### config.mk
export PLATFORM = sky130hd
export DESIGN_NAME = pixel_prefetch_fifo
export DESIGN_NICKNAME = d
export VERILOG_FILES = /design/src/rtl/display_pkg.sv /design/src/rtl/pixel_fifo_mem.sv /design/src/rtl/pixel_prefetch_fifo.sv
export SDC_FILE = /design/constraint.sdc
export NUM_CORES = 1
export LEC_CHECK = 0
export CORE_MARGIN = 2
export CORE_UTILIZATION = 59
export CTS_CLUSTER_SIZE = 12
export DETAILED_ROUTE_END_ITERATION = 6
export PLACE_DENSITY = 0.9
export SYNTH_ARGS = -nofsm -noshare
export SYNTH_HDL_FRONTEND = slang
export SYNTH_HIERARCHICAL = 1
export SYNTH_SLANG_ARGS = --single-unit
### constraint.sdc
create_clock -name clk -period 15.7 [get_ports clk]
set_input_delay 4.71 -clock clk [delete_from_list [all_inputs] [get_ports clk]]
set_output_delay 4.71 -clock clk [all_outputs]
set_load 0.005 [all_outputs]
### src/rtl/display_pkg.sv
// Shared display types: pixel color, the color shown when the prefetch FIFO
// has nothing to give, and the prefetch FIFO's fill-state encoding.
package display_pkg;

  typedef logic [31:0] color_t;

  localparam color_t UNDERFLOW_COLOR = 32'h00FF00FF;

  typedef enum logic {
    PRIME = 1'b0,
    RUN   = 1'b1
  } fifo_state_t;

endpackage

### src/rtl/pixel_fifo_mem.sv
// Pixel FIFO storage: one synchronous write port and one asynchronous read
// port. Contents are never cleared; occupancy tracking lives in the owner.
module pixel_fifo_mem
  import display_pkg::*;
#(
  parameter int DEPTH = 16,
  parameter int AW    = $clog2(DEPTH)
) (
  input  logic          clk,
  input  logic          we,
  input  logic [AW-1:0] waddr,
  input  color_t        wdata,
  input  logic [AW-1:0] raddr,
  output color_t        rdata
);

  color_t mem [DEPTH];

  always_ff @(posedge clk) begin
    if (we) mem[waddr] <= wdata;
  end

  assign rdata = mem[raddr];

endmodule

### src/rtl/pixel_prefetch_fifo.sv
// First-word-fall-through pixel prefetch FIFO that holds the display off until
// PRIME_LEVEL colors are buffered. Define PIXEL_FIFO_STATS_EN for the
// underflow_cnt / max_level statistics ports.
module pixel_prefetch_fifo
  import display_pkg::*;
#(
  parameter int DEPTH       = 16,
  parameter int PRIME_LEVEL = 8
) (
  input  logic                       clk,
  input  logic                       rst_n,
  input  logic                       flush,
  input  logic                       dec_valid,
  input  color_t                     dec_color,
  output logic                       dec_ready,
  input  logic                       disp_read,
  output color_t                     disp_color,
  output logic                       primed,
  output logic [$clog2(DEPTH+1)-1:0] level,
  output logic                       underflow
`ifdef PIXEL_FIFO_STATS_EN
  ,
  output logic [15:0]                underflow_cnt,
  output logic [$clog2(DEPTH+1)-1:0] max_level
`endif
);

  localparam int AW = $clog2(DEPTH);
  localparam int LW = $clog2(DEPTH+1);

  fifo_state_t   state_q, state_d;
  logic [AW-1:0] wr_ptr, rd_ptr;
  logic [LW-1:0] level_q, level_d;
  logic          underflow_q;
  logic          full, empty, push, pop, miss;
  color_t        rd_data;

  assign full  = (level_q == LW'(DEPTH));
  assign empty = (level_q == '0);

  assign dec_ready = rst_n && !full && !flush;
  assign push      = dec_valid && dec_ready;
  // A read the FIFO cannot honour is recorded, never popped.
  assign miss      = disp_read && (state_q == PRIME || empty);
  assign pop       = disp_read && (state_q == RUN) && !empty && !flush;

  always_comb begin
    level_d = level_q + LW'(push) - LW'(pop);
  end

  always_comb begin
    state_d = state_q;
    case (state_q)
      PRIME:   if (level_q >= LW'(PRIME_LEVEL)) state_d = RUN;
      RUN:     state_d = RUN;
      default: state_d = PRIME;
    endcase
    if (flush) state_d = PRIME;
  end

  always_ff @(posedge clk) begin
    if (!rst_n) state_q <= PRIME;
    else        state_q <= state_d;
  end

  always_ff @(posedge clk) begin
    if (!rst_n || flush) begin
      wr_ptr      <= '0;
      rd_ptr      <= '0;
      level_q     <= '0;
      underflow_q <= 1'b0;
    end else begin
      if (push) wr_ptr <= wr_ptr + 1'b1;
      if (pop)  rd_ptr <= rd_ptr + 1'b1;
      level_q <= level_d;
      if (miss) underflow_q <= 1'b1;
    end
  end

  pixel_fifo_mem #(
    .DEPTH (DEPTH),
    .AW    (AW)
  ) u_mem (
    .clk   (clk),
    .we    (push),
    .waddr (wr_ptr),
    .wdata (dec_color),
    .raddr (rd_ptr),
    .rdata (rd_data)
  );

  // Outputs are forced to their idle values for as long as reset is held.
  assign disp_color = (rst_n && !empty) ? rd_data : UNDERFLOW_COLOR;
  assign primed     = rst_n && (state_q == RUN);
  assign level      = rst_n ? level_q : '0;
  assign underflow  = rst_n && underflow_q;

`ifdef PIXEL_FIFO_STATS_EN
  logic [15:0]   ucnt_q;
  logic [LW-1:0] max_q;

  always_ff @(posedge clk) begin
    if (!rst_n || flush) begin
      ucnt_q <= '0;
      max_q  <= '0;
    end else begin
      if (miss && ucnt_q != 16'hFFFF) ucnt_q <= ucnt_q + 1'b1;
      if (level_d > max_q) max_q <= level_d;
    end
  end

  assign underflow_cnt = rst_n ? ucnt_q : '0;
  assign max_level     = rst_n ? max_q  : '0;
`endif

endmodule

==> impl_metrics.tcl, run 1 <==
set metrics [dict create \
    outcome "finished clean" \
    floorplan.die.height_um 189.5 \
    floorplan.die.width_um 189.5 \
    grt_first_pass_wirelength_um 67030 \
    cts-buffers-inserted 52 \
    post_drt_wl_per_cell_um 30.14 \
    critical-path-max-stage-delay_ns 0.87 \
    share_clk_of_total_power_pct 40.8 \
    portion_of_the_post_synthesis_area_used_by_sequential_elements_pct 77.20 \
    initial_core_utilization_pct 60.25 \
    synthCells 938 \
    clockBufferDepth 3 \
    detail_route.wirelength.met1_um 16300 \
    setup.worst_path.start_class "primary input" \
    power_density_mw_per_mm2 116.3 \
    grt_overflow_total 0 \
    p_comb_share_pct 1.6 \
    distinct_cell_type_count_of_the_synthesized_netlist 35 \
    final_weighted_congestion_in_routability_driven_placement 0.7210 \
    max_cap_violations 0 \
    postSynth.topFlopCell "sky130_fd_sc_hd__edfxtp_1" \
    p_int_w 0.002184 \
    hp-class "flop to flop" \
    route.antenna.remaining_nets 0 \
    postSynthNetCount 986 \
    netlist_area_mm2 0.02030 \
    finalSetupViolations 0 \
    final_min_period_over_clock_period_pct 75.17 \
    detail_route.wirelength_um 45570 \
    data_arrival_at_the_endpoint_of_the_critical_path_ns 7.09 \
    p_sw_w 0.0005042 \
    fin_util_pct 68.59 \
    drive_above_1_share_pct 22.01 \
    crit_required_ns 10.99 \
    number_of_global_route_vias_before_repair 10340 \
    synth-async-reset-ratio_pct 0 \
    finalClockSkew_ns 0.02055 \
    post_cts.repair.setup_buffers 0 \
    worstSkewPairLatency_ns 0.56 \
    met3_wirelength_um 4102 \
    route.vias.total 9959 \
    final-hold-violation-count 0 \
    cts-hold-fix-buffers 0 \
    finalWorstPathRequiredPeriod_ns 11.80 \
    synth.yosys.warnings 6 \
    detailed_routing_iteration_count_for_the_pre_antenna_repair_pass 5 \
    postSynthRegisterBits 527 \
    final-max-slew-violation-count 0 \
    placement.setup.worst_slack_ns 3.817 \
    drt-initial-drc-count 1144 \
    yosys.area.top_type "sky130_fd_sc_hd__edfxtp_1" \
    synth_top_area_share_pct 75.73 \
    path_max_fanout 26 \
    unrepaired_setup_endpoints_after_global_routing "false" \
    port-buffer-count 76 \
    highest-signal-layer "met5" \
    synth.top_cells.by_count "512 x sky130_fd_sc_hd__edfxtp_1, 128 x sky130_fd_sc_hd__mux4_2, 64 x sky130_fd_sc_hd__a22oi_1" \
    tritoncts_clock_tree "done" \
    layout_net_count 1090 \
    grtUsageTotal_pct 26.06 \
    largest_cells_by_area_after_synthesis "sky130_fd_sc_hd__edfxtp_1 76%, sky130_fd_sc_hd__mux4_2 14%, sky130_fd_sc_hd__a22oi_1 2.4%" \
    path_cells "clkdlybuf4s50_1 -> buf_4 -> and2_1 -> nand2b_1 -> clkdlybuf4s50_1" \
    grt_antenna_before_repair 3 \
    crit_slowest_cell "sky130_fd_sc_hd__and2_1" \
    total_leakage_power_nw 7.102 \
    std_cell_rows 67 \
    timing.setup.tns_ns 0 \
    worst_slack_ns 3.898 \
    floorplan.die_area_mm2 0.03591 \
    worst_path_most_repeated_cell "sky130_fd_sc_hd__clkdlybuf4s50_1" \
    cts_resized 0 \
    layout-area-overhead-vs-synth_pct 13.84 \
    detail_route.drc_violations 0 \
    clk_transition_reported_paths_ns 0.06 \
    vias_per_cell 6.587 \
    endpoint_kind "output pin" \
    cts.sink_count 527 \
    synthMostInstantiatedCell "sky130_fd_sc_hd__edfxtp_1" \
    timing.max_slew.rel_slack_pct 19.09 \
    clk_root_buffer_cell "sky130_fd_sc_hd__clkbuf_16" \
    clock_tree.htree_level_count 2 \
    syn_area_per_cell_um2 21.65 \
    p_sw_share_pct 18.75 \
    core-area_mm2 0.03370 \
    timing.fmax_ghz 0.08473 \
    timing.critical_path.max_delay_family "buffers and inverters" \
    dp_hpwl_um 22410 \
    criticalPathCategory "primary input to output pin" \
    share_seq_of_total_power_pct 57.5 \
    wl_met2_um 23530 \
    tightestPinTransition_ns 1.211 \
    path_buf_inv 3 \
    ports 77 \
    number_of_enable_type_register_cells_in_the_synthesized_netlist 512 \
    maximum_vdd_ir_drop_uv 90.74 \
    pin_count_of_the_biggest_net_entering_global_routing 77 \
]
==> final timing paths <==
path                             startpoint        endpoint  slack [ns]  cells after the start
worst max-delay path                  rst_n  disp_color[23]        3.90                      5
worst min-delay path            underflow_q     underflow_q        0.50                      2
worst max register to register   level_q[2]      level_q[4]       12.44                     14
worst min register to register  underflow_q     underflow_q        0.50                      2
==> cells by family (layout without fill, tap and decap cells) <==
| kind of cell | after synthesis | after routing | synth area share [%] |
|---|---|---|---|
| muxes | 131 | 131 | 14.35 |
| buffers and inverters | 60 | 185 | 1.522 |
| adders and majority gates | 11 | 11 | 0.7149 |
| other | 0 | 1 | 0 |
| AOI/OAI and AO/OA | 75 | 75 | 2.644 |
| and+or+nand+nor | 130 | 130 | 3.396 |
| xor gates and xnor gates | 4 | 4 | 0.1726 |
| DFF | 527 | 527 | 77.20 |
==> worst reg2reg max path: stages, from the launching register on <==
cell	delay, ns
sky130_fd_sc_hd__dfxtp_1	0.34
sky130_fd_sc_hd__inv_1	0.12
sky130_fd_sc_hd__ha_1	0.18
sky130_fd_sc_hd__or4b_4	0.66
sky130_fd_sc_hd__nand3_4	0.21
sky130_fd_sc_hd__nor2_1	0.06
sky130_fd_sc_hd__ha_1	0.27
sky130_fd_sc_hd__inv_1	0.06
sky130_fd_sc_hd__ha_1	0.15
sky130_fd_sc_hd__inv_1	0.06
sky130_fd_sc_hd__fa_1	0.43
sky130_fd_sc_hd__nand2b_1	0.20
sky130_fd_sc_hd__a21oi_1	0.20
sky130_fd_sc_hd__or3_1	0.13
sky130_fd_sc_hd__a21oi_1	0.06
==> cells in the final DEF, fill, tap and decap left out, types with 2 or more instances in the layout <==
cell,count
sky130_fd_sc_hd__clkinv_1,4
sky130_fd_sc_hd__mux2i_1,3
sky130_fd_sc_hd__nor2b_4,2
sky130_fd_sc_hd__nand3b_1,2
sky130_fd_sc_hd__edfxtp_1,512
sky130_fd_sc_hd__buf_4,23
sky130_fd_sc_hd__o21ai_0,3
sky130_fd_sc_hd__dfxtp_4,2
sky130_fd_sc_hd__a21oi_1,6
sky130_fd_sc_hd__nor2_1,10
sky130_fd_sc_hd__inv_1,11
sky130_fd_sc_hd__clkdlybuf4s50_1,76
sky130_fd_sc_hd__and2_1,10
sky130_fd_sc_hd__a22oi_1,64
sky130_fd_sc_hd__clkinv_2,2
sky130_fd_sc_hd__xor2_1,3
sky130_fd_sc_hd__dfxtp_1,13
sky130_fd_sc_hd__nor3_2,4
sky130_fd_sc_hd__nand4_1,2
sky130_fd_sc_hd__nand2_1,40
sky130_fd_sc_hd__clkbuf_1,14
sky130_fd_sc_hd__nand2b_1,20
sky130_fd_sc_hd__ha_1,10
sky130_fd_sc_hd__or3_1,2
sky130_fd_sc_hd__and3_1,16
sky130_fd_sc_hd__nand3_1,3
sky130_fd_sc_hd__clkbuf_16,53
sky130_fd_sc_hd__nor2_4,13
sky130_fd_sc_hd__mux4_2,128
==> metrics by stage <==
stage	area (um2)	hold slack, ns	total power, W	instances
after floorplan	20300	0.4285	0.001587	938
after global placement	21670	0.4677	0.001616	1436
after detailed placement	21670	0.4745	0.001620	1436
after CTS	23110	0.4877	0.002704	1511
after global routing	23110	0.5233	0.002756	1512
final	23110	0.4962	0.002688	1512
==> power groups by stage <==
stage	clock network (W)	logic (W)	registers, W
floorplan	0	0.0000110	0.00158
global placement	0	0.0000403	0.00158
detailed placement	0	0.0000434	0.00158
CTS	0.00111	0.0000438	0.00155
global route	0.00116	0.0000478	0.00155
finish	0.00110	0.0000436	0.00155
==> sequential cells by signal, indices dropped and copies added (netlist names) <==
name	cells
u_mem/mem	512
state_q	1
underflow_q	1
wr_ptr	4
rd_ptr	4
level_q	5
==> routing by layer <==
layer / vias up / global-route usage (%)
li1: 4096 / -
met1: 5114 / 33.80
met2: 624 / 44.28
met3: 123 / 5.097
met4: 2 / 9.928
met5: - / 0
==> area by class of cell <==
type / count / area [um2]
repair buffers: 99 / 933.4
inverters: 11 / 41.29
diodes: 1 / 2.502
flip-flops and latches: 527 / 15680
clock buffers: 67 / 1379
fillers: 2016 / 10590
clock inverters: 8 / 62.56
multi-input cells: 351 / 4452
well taps: 448 / 560.5
Note: power is estimated with default switching activity, not from simulation.
==> run 2: changes to the inputs <==
- CORE_UTILIZATION: 59 -> 55
- PLACE_DENSITY: 0.9 -> 0.88
- clock period: 15.7 -> 10.4 ns (I/O delays scaled with it)
==> run 2 against run 1 <==
  * Non-clock buffer count down 1
  * Worst hold slack worse by 0.0064 ns
  * Die area increased by 7.1%
  * Clock-buffer cell count is 3 higher
  * Routed wire length increased by 0.19%
  * Critical path type unchanged
  * Largest power group unchanged
  * Highest routed layer unchanged
==> impl_metrics.tcl, run 2 (synthesis gave the netlist of run 1 again) <==
set metrics [dict create \
    clock_tree.htree_level_count 2 \
    p_comb_share_pct 1.7 \
    hp-class "flop to flop" \
    grtUsageTotal_pct 24.50 \
    tightestPinTransition_ns 1.181 \
    power_density_mw_per_mm2 173.5 \
    cts_resized 0 \
    cts.sink_count 527 \
    outcome "finished clean" \
    final-hold-violation-count 0 \
    clockBufferDepth 3 \
    register_with_the_most_flip_flops "u_mem/mem" \
    total_leakage_power_nw 7.068 \
    dpl-instance-area_mm2 0.02170 \
    grt_overflow_total 0 \
    detailed_routing_iteration_count_for_the_pre_antenna_repair_pass 7 \
    initial_core_utilization_pct 55.59 \
    cts-hold-fix-buffers 0 \
    clk_root_buffer_cell "sky130_fd_sc_hd__clkbuf_16" \
    drive_above_1_share_pct 21.64 \
    floorplan.die_area_mm2 0.03847 \
    port-buffer-count 76 \
    post_cts.repair.setup_buffers 0 \
    critical-path-max-stage-delay_ns 0.47 \
    placement.setup.worst_slack_ns 2.230 \
    tritoncts_clock_tree "done" \
    share_clk_of_total_power_pct 40.0 \
    design_area_mm2 0.02308 \
    timing.hold.worst_path_depth 2 \
    worst_slack_ns 2.279 \
    reg2reg_depth 7 \
    unrepaired_setup_endpoints_after_global_routing "false" \
    detail_route.wirelength_um 45660 \
    largest_reg_flops 512 \
    final-max-slew-violation-count 0 \
    detail_route.drc_violations 0 \
    route.vias.total 9968 \
    fin_util_pct 63.19 \
    final_min_period_over_clock_period_pct 78.09 \
    worstSkewPairLatency_ns 0.56 \
    vias_per_cell 6.511 \
    drt-initial-drc-count 1183 \
    ports 77 \
    pin_count_of_the_biggest_net_entering_global_routing 121 \
    number_of_global_route_vias_before_repair 10630 \
    final_weighted_congestion_in_routability_driven_placement 0.7651 \
    leading_cell_types_in_the_layout_fill_and_taps_excluded "512 x sky130_fd_sc_hd__edfxtp_1, 128 x sky130_fd_sc_hd__mux4_2, 76 x sky130_fd_sc_hd__clkdlybuf4s50_1" \
    max_cap_violations 0 \
    p_sw_share_pct 18.88 \
    clk_transition_reported_paths_ns 0.06 \
    timing.setup.tns_ns 0 \
    layout-area-overhead-vs-synth_pct 13.66 \
    finalWorstPathRequiredPeriod_ns 8.121 \
    layout_net_count 1088 \
    grt_first_pass_wirelength_um 67790 \
    data_arrival_at_the_endpoint_of_the_critical_path_ns 5.00 \
    crit_required_ns 7.28 \
    std_cell_rows 70 \
    floorplan.die.width_um 196.1 \
    p_sw_w 0.0007558 \
    timing.fmax_ghz 0.1231 \
    layout.cells.most_common "sky130_fd_sc_hd__edfxtp_1" \
    floorplan.die.height_um 196.1 \
    core-area_mm2 0.03652 \
    route.antenna.remaining_nets 0 \
    timing.max_slew.rel_slack_pct 21.09 \
    setup.worst_path.start_class "primary input" \
    n_antenna_cell 0 \
    maximum_vdd_ir_drop_uv 109.2 \
    finalSetupViolations 0 \
    cts-buffers-inserted 51 \
    p_int_w 0.003247 \
    endpoint_kind "output pin" \
    path_cells "clkdlybuf4s50_1 -> buf_4 -> and2_1 -> buf_4 -> nand2b_1 -> clkdlybuf4s50_1" \
    largestRegisters "u_mem/mem: 512 flops, level_q: 5 flops" \
    share_seq_of_total_power_pct 58.3 \
    post_drt_wl_per_cell_um 29.82 \
    criticalPathCategory "primary input to output pin" \
    path_max_fanout 26 \
    finalClockSkew_ns 0.01251 \
    crit_slowest_cell "sky130_fd_sc_hd__clkdlybuf4s50_1" \
    dp_hpwl_um 22730 \
    grt_antenna_before_repair 3 \
]
[run 2: critical path, delay by kind of cell]
family | cells | cell delay [ns]
AND/OR/NAND/NOR | 2 | 0.34
buffers and inverters | 4 | 1.54
[run 2: power by group through the flow]
stage	Combinational, W	Clock, W	Sequential [W]
2_1_floorplan	0.0000166	0	0.00238
3_3_place_gp	0.0000619	0	0.00238
3_5_place_dp	0.0000660	0	0.00238
4_1_cts	0.0000667	0.00162	0.00234
5_1_grt	0.0000728	0.00169	0.00234
6_report	0.0000661	0.00160	0.00234
[run 2: through the flow]
stage / std cells / hold slack [ns] / power (W)
3_3_place_gp: 1455 / 0.4578 / 0.002441
6_report: 1531 / 0.4897 / 0.004003
5_1_grt: 1531 / 0.5203 / 0.004098
3_5_place_dp: 1455 / 0.4733 / 0.002446
4_1_cts: 1531 / 0.4861 / 0.004026
2_1_floorplan: 938 / 0.4285 / 0.002396
[run 2: final cells by class]
type	instances	area, um2
multi-input cells	351	4453
well taps	468	585.6
clock inverters	6	28.78
fillers	2297	13450
clock buffers	70	1348
flip-flops and latches	527	15680
repair buffers	98	938.4
inverters	11	41.29
[run 2: routing by layer]
| metal | part of all wire [%] | global-route usage, % |
|---|---|---|
| met1 | 37 | 31.84 |
| met2 | 51 | 41.68 |
| met3 | 9.1 | 4.538 |
| met4 | 3.6 | 9.428 |
| met5 | 0.028 | 0 |
[run 2: worst paths after layout]
check	from	to	slack [ns]
setup / recovery	rst_n	disp_color[23]	2.28
hold reg to reg	underflow_q	underflow_q	0.49
setup reg to reg	level_q[2]	u_mem/mem[10][5]	7.03
hold / removal	underflow_q	underflow_q	0.49
